### src/rtl/anti_theft_fsm_pkg.sv
// Shared encodings and default timings for the vehicle anti-theft controller.
// Later reprogramming logic is expected to reuse the T_*_DEF constants.
package anti_theft_fsm_pkg;

    localparam int TIME_W = 4;
    typedef logic [TIME_W-1:0] time_t;

    localparam time_t T_ARM_DEF       = 4'd6;
    localparam time_t T_DRIVER_DEF    = 4'd8;
    localparam time_t T_PASSENGER_DEF = 4'd15;
    localparam time_t T_ALARM_DEF     = 4'd10;

    typedef enum logic [2:0] {
        ST_ARMED          = 3'd0,
        ST_TRIGGERED      = 3'd1,
        ST_SOUND          = 3'd2,
        ST_DISARMED       = 3'd3,
        ST_WAIT_DRV_OPEN  = 3'd4,
        ST_WAIT_DRV_CLOSE = 3'd5,
        ST_ARMING         = 3'd6
    } state_t;

endpackage

### src/rtl/anti_theft_fsm_sec_timer.sv
// Seconds countdown: free-running CLK_HZ divider plus a loadable 4-bit counter.
// start loads value and restarts the divider, so the first tick is CLK_HZ cycles out.
module sec_timer
    import anti_theft_fsm_pkg::*;
#(
    parameter int unsigned CLK_HZ = 27000000
) (
    input  logic              clk,
    input  logic              reset,
    input  logic              start,
    input  logic [TIME_W-1:0] value,
    output logic              tick,
    output logic              expired,
    output logic [TIME_W-1:0] count
);

    localparam int unsigned DIV_W = (CLK_HZ > 1) ? $clog2(CLK_HZ) : 1;
    localparam logic [DIV_W-1:0] DIV_LAST = DIV_W'(CLK_HZ - 1);

    logic [DIV_W-1:0] div;
    logic             running;

    assign tick    = (div == DIV_LAST);
    assign expired = running && (count == '0);

    // NOTE: sequential state uses non-blocking assignments so every register
    // samples the pre-edge values of its neighbours.
    always_ff @(posedge clk or posedge reset) begin
        if (reset) begin
            div     <= '0;
            count   <= '0;
            running <= 1'b0;
        end else if (start) begin
            div     <= '0;
            count   <= value;
            running <= 1'b1;
        end else begin
            div <= tick ? '0 : div + 1'b1;
            // Expiry is a single-cycle event; the counter then idles at zero.
            if (expired)
                running <= 1'b0;
            else if (running && tick)
                count <= count - 1'b1;
        end
    end

endmodule

### src/rtl/anti_theft_fsm.sv
// Vehicle anti-theft controller: arming FSM, status LED blink, siren enable and
// hidden-switch fuel-pump interlock, all outputs registered.
module anti_theft_fsm
    import anti_theft_fsm_pkg::*;
#(
    parameter int unsigned CLK_HZ      = 27000000,
    parameter time_t       T_ARM       = T_ARM_DEF,
    parameter time_t       T_DRIVER    = T_DRIVER_DEF,
    parameter time_t       T_PASSENGER = T_PASSENGER_DEF,
    parameter time_t       T_ALARM     = T_ALARM_DEF
) (
    input  logic       clk,
    input  logic       reset,
    input  logic       ignition,
    input  logic       driver_door,
    input  logic       passenger_door,
    input  logic       hidden_sw,
    input  logic       brake,
    output logic       status_led,
    output logic       siren,
    output logic       fuel_pump,
    output logic [2:0] state_out,
    output logic [3:0] time_left
);

    state_t state, next_state;
    logic   alarm_timing, next_alarm_timing;
    logic   next_led;
    logic   start;
    time_t  value;
    logic   tick, expired;
    time_t  count;
    logic   any_door;

    sec_timer #(.CLK_HZ(CLK_HZ)) u_timer (
        .clk     (clk),
        .reset   (reset),
        .start   (start),
        .value   (value),
        .tick    (tick),
        .expired (expired),
        .count   (count)
    );

    assign any_door  = driver_door || passenger_door;
    assign state_out = state;
    assign time_left = count;

    // Loading zero is the abort: the counter idles at 0 and the single expiry
    // pulse it produces is ignored by whichever state issued it.
    // NOTE: every always_comb output gets a default first, so no path can
    // leave one unassigned and infer a latch.
    always_comb begin
        next_state        = state;
        next_alarm_timing = alarm_timing;
        start             = 1'b0;
        value             = '0;

        if (ignition) begin
            next_state        = ST_DISARMED;
            next_alarm_timing = 1'b0;
            start             = (state != ST_DISARMED);
        end else begin
            unique case (state)
                ST_ARMED: if (any_door) begin
                    next_state = ST_TRIGGERED;
                    start      = 1'b1;
                    value      = driver_door ? T_DRIVER : T_PASSENGER;
                end
                ST_TRIGGERED: if (expired) next_state = ST_SOUND;
                ST_SOUND: begin
                    if (any_door) begin
                        next_alarm_timing = 1'b0;
                        start             = alarm_timing;
                    end else if (!alarm_timing) begin
                        next_alarm_timing = 1'b1;
                        start             = 1'b1;
                        value             = T_ALARM;
                    end else if (expired) begin
                        next_state        = ST_ARMED;
                        next_alarm_timing = 1'b0;
                        start             = 1'b1;
                    end
                end
                ST_DISARMED:      next_state = ST_WAIT_DRV_OPEN;
                ST_WAIT_DRV_OPEN: if (driver_door) next_state = ST_WAIT_DRV_CLOSE;
                ST_WAIT_DRV_CLOSE: if (!any_door) begin
                    next_state = ST_ARMING;
                    start      = 1'b1;
                    value      = T_ARM;
                end
                ST_ARMING: begin
                    if (any_door) begin
                        next_state = ST_WAIT_DRV_CLOSE;
                        start      = 1'b1;
                    end else if (expired) begin
                        next_state = ST_ARMED;
                        start      = 1'b1;
                    end
                end
                default: next_state = ST_ARMED;
            endcase
        end
    end

    always_comb begin
        next_led = 1'b0;
        case (next_state)
            ST_ARMED:                next_led = (state == ST_ARMED) && (status_led ^ tick);
            ST_TRIGGERED, ST_SOUND:  next_led = 1'b1;
            default:                 next_led = 1'b0;
        endcase
    end

    always_ff @(posedge clk or posedge reset) begin
        if (reset) begin
            state        <= ST_ARMED;
            alarm_timing <= 1'b0;
            status_led   <= 1'b0;
            siren        <= 1'b0;
            fuel_pump    <= 1'b0;
        end else begin
            state        <= next_state;
            alarm_timing <= next_alarm_timing;
            status_led   <= next_led;
            siren        <= (next_state == ST_SOUND);
            fuel_pump    <= ignition && (fuel_pump || (hidden_sw && brake));
        end
    end

endmodule

### config.mk
export PLATFORM = sky130hd
export DESIGN_NAME = anti_theft_fsm
export DESIGN_NICKNAME = d
export VERILOG_FILES = /design/src/rtl/anti_theft_fsm_pkg.sv /design/src/rtl/anti_theft_fsm_sec_timer.sv /design/src/rtl/anti_theft_fsm.sv
export SDC_FILE = /design/constraint.sdc
export NUM_CORES = 1
export LEC_CHECK = 0
export BUFFER_PORTS_ARGS = -buffer_cell sky130_fd_sc_hd__buf_2
export CORE_ASPECT_RATIO = 1.5
export CORE_MARGIN = 2
export CORE_UTILIZATION = 50
export CTS_CLUSTER_SIZE = 12
export DETAILED_ROUTE_END_ITERATION = 6
export PLACE_DENSITY = 0.71
export SLEW_MARGIN = 20
export SYNTH_ARGS = -nofsm -noshare
export SYNTH_HDL_FRONTEND = slang
export SYNTH_SLANG_ARGS = --single-unit
### constraint.sdc
create_clock -name clk -period 2.55 [get_ports clk]
set_input_delay 0.255 -clock clk [delete_from_list [all_inputs] [get_ports clk]]
set_output_delay 0.255 -clock clk [all_outputs]
set_load 0.05 [all_outputs]
==> metrics.cfg <==
[sta]
fmax_mhz = 465
slew_headroom_pct = 64.8
timing.final.crit_share_pct = 84.4
tightest_slew_ns = 0.524
maxSlewViolCount = 0
rsz0062_at_grt = false
setup_viol = 0
clock-skew-final_ns = 0.00484
fin_crit_ns = 2.15
hold_violations = 0
setup_slack_ns = 0.399
setup-tns-final_ns = 0

[final_layout]
finalNetCount = 259
regArea_um2 = 926
layout-drive-gt1-share_pct = 14.4
final_cell_mix = nor2_1 (37), dfrtp_1 (37), nand2_1 (21)
fillers = 371
syn_to_final_growth_pct = 9.68
multi_input_area_um2 = 1080
n_antenna_cell = 0

[power]
power_density_nw_per_um2 = 639
clkPwrFrac_pct = 26.7
switching_share_pct = 35.1
switchingPower_uw = 512
peakVddDrop_uv = 498
power_frac_comb_pct = 25.2
cellLeakagePower_uw = 0.000993
sequentialPowerShare_pct = 48.1
p_int_uw = 948

[logic_synthesis]
syn_avg_cell_area_um2 = 9.09
synth_edf_count = 0
synth_top_family_by_area = simple AND/OR/NAND/NOR gates
ys_warn_count = 0
syn_inst = 229
synth_fa_ha_area_share_pct = 1.80
synth_nets = 239
yosys.area_share.simple_pct = 29.1
ys_types = 43
synth_compound_area_share_pct = 11.2
synth_ff_type = dfrtp_1
synthMuxAreaShare_pct = 0
synth_area_um2 = 2080
synth_xor_area_share_pct = 9.68
synthArstFlopShare_pct = 100
seq_area_frac_synth_pct = 44.5
ys_ff_latch = 37

[clock_network]
cts_root_buf = clkbuf_8
clock-sinks = 37
clk_pin_slew_ns = 0.07
cts_setup_buffers = 0
cts_made_buffers = 5
ctsHoldBuffers = 0
ctsHtreeMaxLevel = 2
clock_latency_ns = 0.29
cts_tree = built
cts_resized = 0
ctsLongestPathBuffers = 2

[place]
place_congestion = 0.911
place_ws_ns = 0.435
port_buffers = 16
hpwl_um = 3250

[worst_setup_path]
cp_slowest_stage_delay_ns = 0.54
cp.required_ns = 2.72
criticalPathCategory = register to register
crit_fanout = 19
critPathLaunchType = register
worstSetupEndpointType = register
path_cells = nor4b_1 > o21ai_0 > a311o_2 > nand2_1 > or2_1 > buf_4 > nor2_1
crit_slowest_cell = dfrtp_1
arrival_ns = 2.32

[drt]
wl_per_cell_um = 15.2
vias_per_cell = 5.76
num_vias = 1698
ant_nets = 0
wirelength_um = 4480
firstDrtPassIters = 4
drc = 0
drt_iter0_drc = 75

[floorplan]
die-area_um2 = 4710
die_w_um = 56.7
core-area_um2 = 3960
start_util_pct = 52.6
io-pin-count = 17
fp-row-count = 28
dieHeight_um = 83.0

[status]
status = finished, final reports clean

[global_routing]
grt_max_degree = 38
grt_remaining_overflow = 0
grt_pass1_vias = 1702
antenna_found_initial = 0
track_usage_pct = 20.7
grt_pass1_wl_um = 7810

[worst_hold_path]
hp-class = input port to asynchronous set/reset pin

[flow_run]
cap_violations = 0

==> power by group through the flow <==
stage	logic [uW]	clock network [uW]	registers, uW
after floorplan	241	0	757
after global placement	370	0	712
after detailed placement	371	0	712
after CTS	372	398	701
after global routing	412	431	711
final	368	390	703
==> Yosys cell counts, drive strengths merged, types with 2 or more instances <==
library cell	n	area share (%)
nor4bb	2	0.96
ha	3	1.8
nor2	37	6.7
or3	3	0.90
nor4b	2	0.84
xor2	15	6.3
buf	5	2.1
nand2	21	3.8
and3	3	0.90
a21oi	12	2.9
xnor2	8	3.4
o22ai	3	0.90
nor3	7	1.7
o21ai	13	3.1
or2	5	1.6
nand3	11	2.9
and4	6	2.5
inv	6	1.1
clkbuf	3	0.54
nor2b	2	0.60
and3b	2	0.84
a211oi	2	0.72
nand4	5	1.5
dfrtp	37	44
o21a	2	0.72
==> sequential cells by signal, summed over array words and instances (netlist names) <==
register and cells:
siren 1, fuel_pump 1, status_led 1, alarm_timing 1, state_out 3, u_timer.div 25
u_timer.count 4, u_timer.running 1
==> cell type report <==
class	instances	share of cell area [%]
multi-input cells	178	47.2
flip-flops and latches	37	40.5
repair buffers	21	5.15
clock buffers	6	3.18
well taps	45	2.47
inverters	6	0.986
clock inverters	2	0.438
==> logic make-up after synthesis <==
logic type,after synthesis
adders and majority gates,3
and+or+nand+nor,114
xor gates and xnor gates,23
DFF,37
AOI/OAI and AO/OA,38
buffers and inverters,14
==> routing by layer <==
layer | GRT usage, % | wire (um) | up-vias | share of wire (%)
li1 | - | - | 844 | -
met1 | 23.7 | 1830 | 815 | 41
met2 | 36.7 | 2420 | 28 | 54
met3 | 4.05 | 115 | 11 | 2.6
met4 | 8.23 | 110 | 0 | 2.5
met5 | 0 | 0 | - | 0
==> worst max-delay path, delay by kind of cell, from the launching register on <==
kind / cells / cell delay (ns)
and+or+nand+nor: 4 / 0.69
AOI/OAI and AO/OA: 2 / 0.57
DFF: 1 / 0.54
buffers and inverters: 1 / 0.23
==> per-stage QoR <==
step                cell area [um2]  util [%]  total power [uW]  hold WS (ns)  instances
floorplan                      2080         -               998         0.321        229
global placement               2200      55.6              1080         0.381        287
detailed placement             2200      55.6              1080         0.395        287
CTS                            2280      57.7              1470        0.0872        295
global route                   2280      57.7              1550         0.119        295
finish                         2280      57.7              1460        0.0656        295
==> path summary, 6_finish.rpt <==
kind | from | endpoint | slack [ns] | cells past startpoint
worst min register to register | u_timer.div[0] | u_timer.div[0] | 0.51 | 1
min in group clk | brake | fuel_pump | 0.23 | 3
worst min-delay path | reset | siren | 0.07 | 3
worst max-delay path | state_out[0] | u_timer.div[9] | 0.40 | 7
max in group asynchronous | reset | u_timer.div[17] | 2.15 | 3
worst max register to register | state_out[0] | u_timer.div[9] | 0.40 | 7
(Power assumes the default switching activity.)
